File: config.mk
export PLATFORM = sky130hd
export DESIGN_NAME = uart_rx
export DESIGN_NICKNAME = d
export VERILOG_FILES = /design/src/rtl/uart_rx.sv
export SDC_FILE = /design/constraint.sdc
export NUM_CORES = 1
export LEC_CHECK = 0
export CAP_MARGIN = 20
export CORE_ASPECT_RATIO = 0.9
export CORE_MARGIN = 2
export CORE_UTILIZATION = 45
export DETAILED_ROUTE_END_ITERATION = 10
export HOLD_SLACK_MARGIN = 0.06
export PLACE_DENSITY = 0.66
export SYNTH_ARGS = -nofsm -noshare
export SYNTH_HDL_FRONTEND = slang
export SYNTH_SLANG_ARGS = --single-unit
File: constraint.sdc
create_clock -name clk -period 2.75 [get_ports clk]
set_input_delay 0.4125 -clock clk [delete_from_list [all_inputs] [get_ports clk]]
set_output_delay 0.4125 -clock clk [all_outputs]
set_load 0.005 [all_outputs]
File: src/rtl/uart_rx.sv
// 8N1 UART receiver: two-flop synchroniser, mid-bit start validation, centre sampling,
// and a one-entry valid/ready output register with framing-error and overrun pulses.
module uart_rx #(
    parameter int CLOCKS_PER_BIT = 16
) (
    input  logic       clk,
    input  logic       reset,
    input  logic       serial_i,
    output logic [7:0] data_o,
    output logic       valid_o,
    input  logic       ready_i,
    output logic       active_o,
    output logic       frame_err_o,
    output logic       overrun_o
);

    localparam int TW = $clog2(CLOCKS_PER_BIT);
    localparam int H  = CLOCKS_PER_BIT / 2;
    localparam logic [TW-1:0] T_FULL = TW'(CLOCKS_PER_BIT - 1);
    localparam logic [TW-1:0] T_HALF = TW'(H - 1);

    typedef enum logic [2:0] {
        S_IDLE  = 3'd0,
        S_START = 3'd1,
        S_DATA  = 3'd2,
        S_STOP  = 3'd3,
        S_BREAK = 3'd4
    } state_t;

    state_t          state_q, state_d;
    logic            s1_q, rx_q;
    logic [TW-1:0]   timer_q, timer_d;
    logic [2:0]      bit_idx_q, bit_idx_d;
    logic [7:0]      shift_q, shift_d;
    logic [7:0]      data_q, data_d;
    logic            valid_q, valid_d;
    logic            active_q, active_d;
    logic            ferr_q, ferr_d;
    logic            ovr_q, ovr_d;
    logic            tick;
    logic            byte_done;
    logic            consume;

    always_ff @(posedge clk) begin
        if (reset) begin
            state_q   <= S_IDLE;
            s1_q      <= 1'b1;
            rx_q      <= 1'b1;
            timer_q   <= '0;
            bit_idx_q <= '0;
            shift_q   <= '0;
            data_q    <= '0;
            valid_q   <= 1'b0;
            active_q  <= 1'b0;
            ferr_q    <= 1'b0;
            ovr_q     <= 1'b0;
        end else begin
            state_q   <= state_d;
            s1_q      <= serial_i;
            rx_q      <= s1_q;
            timer_q   <= timer_d;
            bit_idx_q <= bit_idx_d;
            shift_q   <= shift_d;
            data_q    <= data_d;
            valid_q   <= valid_d;
            active_q  <= active_d;
            ferr_q    <= ferr_d;
            ovr_q     <= ovr_d;
        end
    end

    always_comb begin
        state_d   = state_q;
        timer_d   = timer_q;
        bit_idx_d = bit_idx_q;
        shift_d   = shift_q;
        data_d    = data_q;
        valid_d   = valid_q;
        active_d  = active_q;
        ferr_d    = 1'b0;
        ovr_d     = 1'b0;
        byte_done = 1'b0;
        tick      = (timer_q == '0);
        consume   = valid_q && ready_i;

        case (state_q)
            S_IDLE: begin
                if (!rx_q) begin
                    state_d  = S_START;
                    timer_d  = T_HALF;
                    active_d = 1'b1;
                end
            end
            S_START: begin
                if (!tick) begin
                    timer_d = timer_q - 1'b1;
                end else if (!rx_q) begin
                    state_d   = S_DATA;
                    timer_d   = T_FULL;
                    bit_idx_d = '0;
                end else begin
                    // Line went back high before mid-bit: treat as a glitch.
                    state_d  = S_IDLE;
                    active_d = 1'b0;
                end
            end
            S_DATA: begin
                if (!tick) begin
                    timer_d = timer_q - 1'b1;
                end else begin
                    shift_d[bit_idx_q] = rx_q;
                    timer_d            = T_FULL;
                    if (bit_idx_q == 3'd7) begin
                        state_d   = S_STOP;
                        bit_idx_d = '0;
                    end else begin
                        bit_idx_d = bit_idx_q + 3'd1;
                    end
                end
            end
            S_STOP: begin
                if (!tick) begin
                    timer_d = timer_q - 1'b1;
                end else begin
                    timer_d  = T_FULL;
                    active_d = 1'b0;
                    if (rx_q) begin
                        byte_done = 1'b1;
                        state_d   = S_IDLE;
                    end else begin
                        ferr_d  = 1'b1;
                        state_d = S_BREAK;
                    end
                end
            end
            S_BREAK: begin
                // Hold off start detection until the line returns high.
                if (rx_q) begin
                    state_d = S_IDLE;
                end
            end
            default: begin
                state_d  = S_IDLE;
                active_d = 1'b0;
            end
        endcase

        // A completing byte always wins the output register; overrun only if the old one was not taken.
        if (byte_done) begin
            data_d  = shift_q;
            valid_d = 1'b1;
            ovr_d   = valid_q && !ready_i;
        end else if (consume) begin
            valid_d = 1'b0;
        end
    end

    assign data_o      = data_q;
    assign valid_o     = valid_q;
    assign active_o    = active_q;
    assign frame_err_o = ferr_q;
    assign overrun_o   = ovr_q;

endmodule

==> results.txt, run 1 <==
Status -> finished clean
Synth Flop Type -> dfxtp_1
NumNets Final -> 183
CTS Buf Count -> 5
DRC errors left -> 0
Sequential cell area fraction in the yosys report -> 0.418
#FFs+latches synth -> 32
Fin. max-slew vios -> 0
Height of the die -> 59.4 um
Synth Instances -> 166
Area contributors post-synth -> dfxtp_1 42%, mux2i_1 5.9%, nand3_1 3.9%
Max Fclk -> 570 MHz
Cell area after layout -> 1770 um^2
Post-synth EDFFs -> 0
Final hold vios -> 0
CP max FO -> 11
Vias in the first global route -> 1080
Worst-case clock buffer depth -> 2
Critical path data required time -> 2.91 ns
Most common cell in the synthesized netlist -> dfxtp_1
Total Routing Usage GR -> 0.179
Clock Latency Late Sink -> 0.28 ns
Setup crit end kind -> flop
Share of layout cells above drive strength 1 -> 0.0960
Min Tclk post-route -> 1.75 ns
Sum Neg Setup Slack -> 0 ns
GRT overflow -> 0
H-tree levels -> 2
Final ANT Viol Nets -> 0
Hold buffer count at CTS -> 0
Vias -> 1252
Post-synth top cells -> 32 x dfxtp_1, 15 x nand2_1, 12 x nand3_1, 11 x a21oi_1
Vias per Instance -> 5.67
First-pass GRT wire length -> 5180 um
Ys Warns -> 0
Area leader, netlist -> dfxtp_1
Signal arrival time at the worst endpoint -> 1.91 ns
VDD IR max -> 392 uV
Worst hold-check path type -> reg2reg
CTS tree -> yes
CTS Root Cell -> clkbuf_8
Critical path class -> reg2reg
Layout area overhead -> 15.5%
Crit-path cells -> inv_1, ha_1, or3b_4, a211oi_2, o2bb2ai_1
Pin count of the biggest net entering global routing -> 23
Type of origin of the critical path -> flop
Clk sinks -> 32
Leak pwr -> 0.634 nW
Port bufs -> 15
Full die area -> 3890 um^2
Max-cap violations -> 0
RSZ-0062 raised after global routing -> false
Syn_area_per_cell -> 9.24 um^2
Power per cell area -> 579 nW/um^2
Rel. slew slack -> 0.558
Die Wd -> 65.5 um
Initial Utilization -> 0.461
Post-CTS setup buffers -> 0
Clock skew -> 0.00372 ns
Max stage delay on crit path -> 0.45 ns
Top cell type's share of synthesized area -> 0.418
First-pass DRT Iterations -> 4
Final Setup Violations -> 0
DR WL/cell -> 13.9 um
Synthesized cell area -> 1530 um^2
Worst path slowest cell -> or3b_4
IO Pins -> 16
Initial antenna violation count -> 0
Dpl hpwl -> 2120 um
WL final -> 3060 um
Netlist cell types -> 44
Core Area -> 3330 um^2
Final critical-path share of the clock period -> 0.638
Final GP Congestion -> 0.740
CP bufs+invs -> 1
Antenna Diode Count -> 0
Least-Margin Pin Slew -> 0.662 ns
Initial DRC count -> 70
Synthesized net count -> 173
CP delay by family, top -> simple AND/OR/NAND/NOR gates
Post-CTS sizing -> 0
Fraction of registers with async set/reset -> 0
Row count -> 20
Clock-pin slew on the worst setup and hold paths -> 0.07 ns
Dpl cell area -> 1660 um^2
-- routing by layer --
metal,GRT usage,share of wire,wire (um)
met2,0.255,0.43,1310
met1,0.245,0.50,1530
met3,0.0722,0.056,170
met4,0.0625,0.017,51
met5,0,0,0
-- per-stage QoR --
| stage | setup slack, ns | util | total power [mW] | hold WS, ns | std cells |
|---|---|---|---|---|---|
| finish | 0.997 | 0.532 | 1.03 | 0.418 | 221 |
| global placement | 1.05 | 0.500 | 0.592 | 0.405 | 213 |
| floorplan | 1.31 | - | 0.577 | 0.389 | 166 |
| global route | 0.864 | 0.532 | 1.07 | 0.448 | 221 |
| detailed placement | 1.00 | 0.500 | 0.596 | 0.402 | 213 |
| CTS | 1.00 | 0.532 | 1.03 | 0.421 | 221 |
-- cells in the final DEF (no fill, tap or decap), types with 4 or more instances in the layout --
| cell | instances |
|---|---|
| dfxtp_1 | 32 |
| nand2_1 | 15 |
| clkdlybuf4s50_1 | 15 |
| nand3_1 | 12 |
| a21oi_1 | 11 |
| mux2i_1 | 9 |
| o21ai_0 | 9 |
| inv_1 | 6 |
| a211oi_1 | 5 |
| clkbuf_8 | 5 |
| nand4_1 | 4 |
| nor2_1 | 4 |
-- final cells by class --
| type | instances | area [um^2] |
|---|---|---|
| clock inverter | 2 | 35.0 |
| multi-input combinational | 115 | 788 |
| sequential | 32 | 641 |
| timing repair buffer | 16 | 158 |
| fill | 309 | 1560 |
| tap | 44 | 55.1 |
| clock buffer | 6 | 72.6 |
| inverter | 6 | 22.5 |
-- where the power goes --
group / switching [mW] / total (mW) / internal (mW)
clock network: 0.170 / 0.439 / 0.269
logic: 0.0604 / 0.101 / 0.0405
registers: 0.0144 / 0.486 / 0.472
-- cells by family (layout without fill, tap and decap cells) --
logic type                 after synthesis  after routing  synth area share
adders and majority gates                3              3            0.0245
DFF                                     32             32             0.418
AOI/OAI and AO/OA                       36             36             0.152
muxes                                    9              9            0.0587
and+or+nand+nor                         67             67             0.279
buffers and inverters                   19             30            0.0685
-- sequential cells by signal (all words and copies together), names as in the netlist --
signal       flops
data_o           8
shift_q          8
timer_q          4
bit_idx_q        3
state_q          3
active_o         1
frame_err_o      1
overrun_o        1
rx_q             1
s1_q             1
valid_o          1
-- worst paths after layout --
check             start      endpoint  slack [ns]  depth (start not counted)
min                s1_q          rx_q        0.42                          1
max reg2reg  timer_q[0]  bit_idx_q[2]         1.0                          5
max          timer_q[0]  bit_idx_q[2]         1.0                          5
min reg2reg        s1_q          rx_q        0.42                          1
No activity file was read; power rests on OpenSTA's default activity.
==> run 2, diff against run 1 <==
PLACE_DENSITY = 0.68   (was 0.66)
clock period = 1.6 ns   (was 2.75 ns; I/O delays follow)
==> run 2 against run 1 <==
  * Non-clock buffer count is 6 higher
  * Clock skew is 0.0058 ns higher
  * Design area is 3.7% higher
  * Register-to-register slack worse by 0.91 ns
  * Largest cell class unchanged
  * Count of clock-buffer cells in the layout stayed put
  * Die area stayed put
  * Critical path depth is 2 lower
  * Sequential power is 72% higher
  * Total power is 75% higher
  * Critical path type unchanged
  * Final cell count is 2.7% higher
  * First-iteration DRC count is 56% lower
==> results.txt, run 2 (same netlist as run 1, synthesis figures left out) <==
Initial Utilization -> 0.461
Final ANT Viol Nets -> 0
CP bufs+invs -> 0
Clk sinks -> 32
Commonest non-fill, non-tap cell in the layout -> dfxtp_1
First-pass DRT Iterations -> 4
CTS tree -> yes
DRC errors left -> 0
Worst hold-check path type -> reg2reg
Crit-path cells -> or3b_1, a211oi_4, o2bb2ai_1
Met3 Track Usage GR -> 0.0456
Clk pwr share -> 0.421
Leak pwr -> 0.664 nW
WL final -> 3120 um
Max-cap violations -> 0
Initial DRC count -> 31
CTS Buf Count -> 5
Dpl hpwl -> 2190 um
Row count -> 20
Initial antenna violation count -> 0
Final Total Pwr -> 1.79 mW
Signal arrival time at the worst endpoint -> 1.69 ns
Clock-pin slew on the worst setup and hold paths -> 0.07 ns
IO Pins -> 16
CTS Root Cell -> clkbuf_8
Layout area overhead -> 19.7%
Die Wd -> 65.5 um
Most frequent cells in the layout -> 32 x dfxtp_1, 15 x nand2_1, 15 x clkdlybuf4s50_1
Least-Margin Pin Slew -> 0.383 ns
Height of the die -> 59.4 um
Sum Neg Setup Slack -> 0 ns
Switch share -> 0.241
Critical path data required time -> 1.77 ns
DR WL/cell -> 13.7 um
Final critical-path share of the clock period -> 0.948
Clock skew -> 0.00949 ns
NumNets Final -> 189
VDD IR max -> 771 uV
Met2 Use GR -> 0.284
Vias -> 1244
Status -> finished clean
Core Area -> 3330 um^2
RSZ-0062 raised after global routing -> false
Worst-case clock buffer depth -> 2
Grt met1 use -> 0.222
Rel. slew slack -> 0.738
Final Setup Violations -> 0
Power per cell area -> 977 nW/um^2
Hold buffer count at CTS -> 0
P_sw -> 0.432 mW
Sequential share of power -> 0.466
Max Fclk -> 659 MHz
Busiest grt layer -> met2
Setup crit end kind -> flop
GRT overflow -> 0
FILL cells -> 285
Port bufs -> 15
Vias in the first global route -> 1190
Type of origin of the critical path -> flop
First-pass GRT wire length -> 5190 um
Final hold vios -> 0
Antenna Diode Count -> 0
Worst path slowest cell -> dfxtp_1
CP delay by family, top -> flip-flops
Full die area -> 3890 um^2
Internal power -> 1.36 mW
CP max FO -> 11
Total Routing Usage GR -> 0.179
Clock Latency Late Sink -> 0.29 ns
Final GP Congestion -> 0.790
H-tree levels -> 2
Critical path class -> reg2reg
Fin. max-slew vios -> 0
Max stage delay on crit path -> 0.56 ns
Share of layout cells above drive strength 1 -> 0.137
Pin count of the biggest net entering global routing -> 19
Combinational share of power -> 0.113
Min Tclk post-route -> 1.52 ns
Vias per Instance -> 5.48
-- run 2: worst reg2reg max path, delay by kind of cell (launching register included) --
family,cells,cell delay (ns)
AO/OA/AOI/OAI,2,0.39
flip-flops,1,0.56
AND/OR/NAND/NOR,1,0.44
-- run 2: through the flow --
step / util / hold WS, ns / area (um^2) / worst slack (ns) / instances
after CTS: 0.544 / 0.415 / 1810 / 0.0141 / 226
after global routing: 0.552 / 0.451 / 1840 / 0.00655 / 227
final: 0.552 / 0.412 / 1840 / 0.0829 / 227
after detailed placement: 0.511 / 0.396 / 1700 / -0.00878 / 218
after floorplan: - / 0.344 / 1530 / 0.160 / 166
after global placement: 0.511 / 0.401 / 1700 / 0.0359 / 218
-- run 2: path summary, 6_finish.rpt --
check	end	from	cells past startpoint	slack [ns]
hold reg to reg	rx_q	s1_q	1	0.41
setup reg to reg	bit_idx_q[2]	state_q[0]	3	0.08
hold / removal	rx_q	s1_q	1	0.41
setup / recovery	bit_idx_q[2]	state_q[0]	3	0.08
-- run 2: repair_timing --
item | CTS | global route
gates resized for setup | 1 | 4
gates cloned | 0 | 0
endpoints found under the setup margin | 3 | 10
hold endpoints to repair | 0 | 0
setup buffers | 0 | 1
-- run 2: layout make-up --
type / instances / area [um^2] / share of cell area
Timing Repair Buffer: 22 / 203 / 0.110
Sequential cell: 32 / 641 / 0.349
Clock buffer: 6 / 72.6 / 0.0395
Inverter: 6 / 22.5 / 0.0123
Clock inverter: 2 / 35.0 / 0.0191
Tap cell: 44 / 55.1 / 0.0300
Multi-Input combinational cell: 115 / 808 / 0.440
-- run 2: power by group through the flow --
stage | clock [mW] | sequential, mW | combinational (mW)
after floorplan | 0 | 0.835 | 0.156
after global placement | 0 | 0.852 | 0.182
after detailed placement | 0 | 0.853 | 0.188
after CTS | 0.766 | 0.835 | 0.190
after global routing | 0.801 | 0.839 | 0.225
final | 0.755 | 0.836 | 0.203
-- run 2: routing by layer --
layer	vias up	part of all wire	wire, um
li1	636	-	-
met2	14	0.47	1460
met4	0	0.023	73
met5	-	0	0
met3	7	0.030	93
met1	587	0.48	1490
==> run 3, diff against run 2 <==
--- a/config.mk
+++ b/config.mk
@@ -7,5 +7,4 @@
 export LEC_CHECK = 0
 export CAP_MARGIN = 20
-export CORE_ASPECT_RATIO = 0.9
 export CORE_MARGIN = 2
 export CORE_UTILIZATION = 45
@@ -13,4 +12,5 @@
 export HOLD_SLACK_MARGIN = 0.06
 export PLACE_DENSITY = 0.68
+export SKIP_LAST_GASP = 1
 export SYNTH_ARGS = -nofsm -noshare
 export SYNTH_HDL_FRONTEND = slang
==> constraint.sdc (replaced) <==
create_clock -name clk -period 1.6 [get_ports clk]
set_input_delay 0.32 -clock clk [delete_from_list [all_inputs] [get_ports clk]]
set_output_delay 0.32 -clock clk [all_outputs]
set_load 0.005 [all_outputs]
==> run 3 against run 2 <==
  * Count of clock-buffer cells in the layout unchanged
  * Sequential share of layout area up 0.80 points
  * Maximum frequency down 0.87%
  * Final cell count up 1.3%
  * Sequential power about the same
  * Global-route usage down 0.52 points
  * Die area about the same
  * Register-to-register slack about the same
  * First-iteration DRC count up 19%
  * Worst setup slack worse by 0.013 ns
  * Combinational power up 4%
  * Critical path type unchanged
  * Largest power group unchanged
==> results.txt, run 3 (same netlist as run 1, synthesis figures left out) <==
Initial Utilization -> 0.463
Port bufs -> 15
H-tree levels -> 2
VDD IR max -> 346 uV
RSZ-0062 raised after global routing -> false
Worst-case clock buffer depth -> 2
Setup crit end kind -> flop
Max Fclk -> 653 MHz
Max-cap violations -> 0
Vias in the first global route -> 1211
Type of origin of the critical path -> flop
Total Routing Usage GR -> 0.174
Clock skew -> 0.00328 ns
Layout area overhead -> 17.0%
Signal arrival time at the worst endpoint -> 1.75 ns
First-pass GRT wire length -> 5380 um
DRC errors left -> 0
Critical path data required time -> 1.82 ns
Worst Hold Endpoint -> rx_q
Leak pwr -> 0.648 nW
Initial antenna violation count -> 0
Row count -> 21
Reg2reg path depth -> 5
Final hold vios -> 0
Final critical-path share of the clock period -> 0.956
WHS -> 0.427 ns
FILL cells -> 320
IO Pins -> 16
Clock Latency Late Sink -> 0.33 ns
Full die area -> 3890 um^2
Reg-to-reg endpoint -> bit_idx_q[2]
Placed Instances -> 222
CP max FO -> 9
CTS Buf Count -> 5
Vias -> 1286
Fin. max-slew vios -> 0
GRT overflow -> 0
Cell area after layout -> 1800 um^2
First-pass DRT Iterations -> 4
DR WL/cell -> 13.6 um
Final Non-Filler Cells -> 230
Status -> finished clean
Clk sinks -> 32
Most frequent cells in the layout -> 32 x dfxtp_1, 15 x nand2_1, 15 x clkdlybuf4s50_1
Commonest non-fill, non-tap cell in the layout -> dfxtp_1
Sum Neg Setup Slack -> 0 ns
Share of layout cells above drive strength 1 -> 0.141
Die Wd -> 62.4 um
Final GP Congestion -> 0.783
Worst hold-check path type -> reg2reg
Initial DRC count -> 37
Min-delay src -> s1_q
Final Setup Violations -> 0
Clock-pin slew on the worst setup and hold paths -> 0.09 ns
CTS Root Cell -> clkbuf_4
Height of the die -> 62.4 um
Critical path class -> reg2reg
Core Area -> 3310 um^2
Hold buffer count at CTS -> 0
Hold path depth -> 1
Antenna Diode Count -> 0
Dpl hpwl -> 2200 um
Rel. slew slack -> 0.737
Vias per Instance -> 5.59
WL final -> 3140 um
R2r setup slk -> 0.07 ns
CTS tree -> yes
Final core area utilization -> 0.542
RR Startpoint -> timer_q[0]
Min Tclk post-route -> 1.53 ns
Power per cell area -> 818 nW/um^2
Dpl cell area -> 1720 um^2
Least-Margin Pin Slew -> 0.384 ns
NumNets Final -> 191
Pin count of the biggest net entering global routing -> 19
Final ANT Viol Nets -> 0
[run 3: repair_timing]
action                                  CTS  global route
endpoints found under the setup margin    3            15
resized for setup                         1             3
buffers inserted                          0             1
[run 3: where the power goes]
group | internal (mW) | switching (mW) | leakage [nW]
Clock | 0.162 | 0.261 | 0.0281
Combinational | 0.0972 | 0.115 | 0.361
Sequential | 0.810 | 0.0237 | 0.259
Total | 1.07 | 0.400 | 0.648
[run 3: critical path, stage by stage, from the launching register on]
cell and delay, ns:
dfxtp_1 0.33, inv_1 0.12, ha_4 0.19, or3b_4 0.42
a211oi_4 0.26, o2bb2ai_1 0.11
[run 3: area by class of cell]
type	count	area, um^2	area share
clock buffers	6	41.3	0.0230
clock inverters	1	5.00	0.00279
inverters	6	22.5	0.0125
multi-input cells	115	811	0.452
flip-flops and latches	32	641	0.357
well taps	46	57.6	0.0321
repair buffers	24	218	0.121
[run 3: worst max-delay path by stage]
| stage | end | cells after the start | startpoint | slack (ns) |
|---|---|---|---|---|
| floorplan | timer_q[1] | 6 | timer_q[0] | 0.16 |
| global placement | bit_idx_q[1] | 5 | timer_q[1] | 0.04 |
| detailed placement | bit_idx_q[2] | 5 | timer_q[0] | -0.02 |
| CTS | bit_idx_q[2] | 5 | timer_q[0] | 0.01 |
| global route | overrun_o | 6 | timer_q[0] | 0.001 |
| finish | bit_idx_q[2] | 5 | timer_q[0] | 0.07 |
[run 3: per-stage QoR]
step / total power [mW] / worst slack (ns)
finish: 1.47 / 0.0697
CTS: 1.47 / 0.0127
detailed placement: 1.05 / -0.0166
global route: 1.55 / 0.00135
floorplan: 0.992 / 0.160
global placement: 1.04 / 0.0448
[run 3: per-layer routing]
metal	part of all wire	GRT usage	vias up
met1	0.43	0.204	608
met2	0.50	0.289	29
li1	-	-	641
met4	0.018	0.0861	0
met3	0.050	0.0541	8
met5	0	0	-
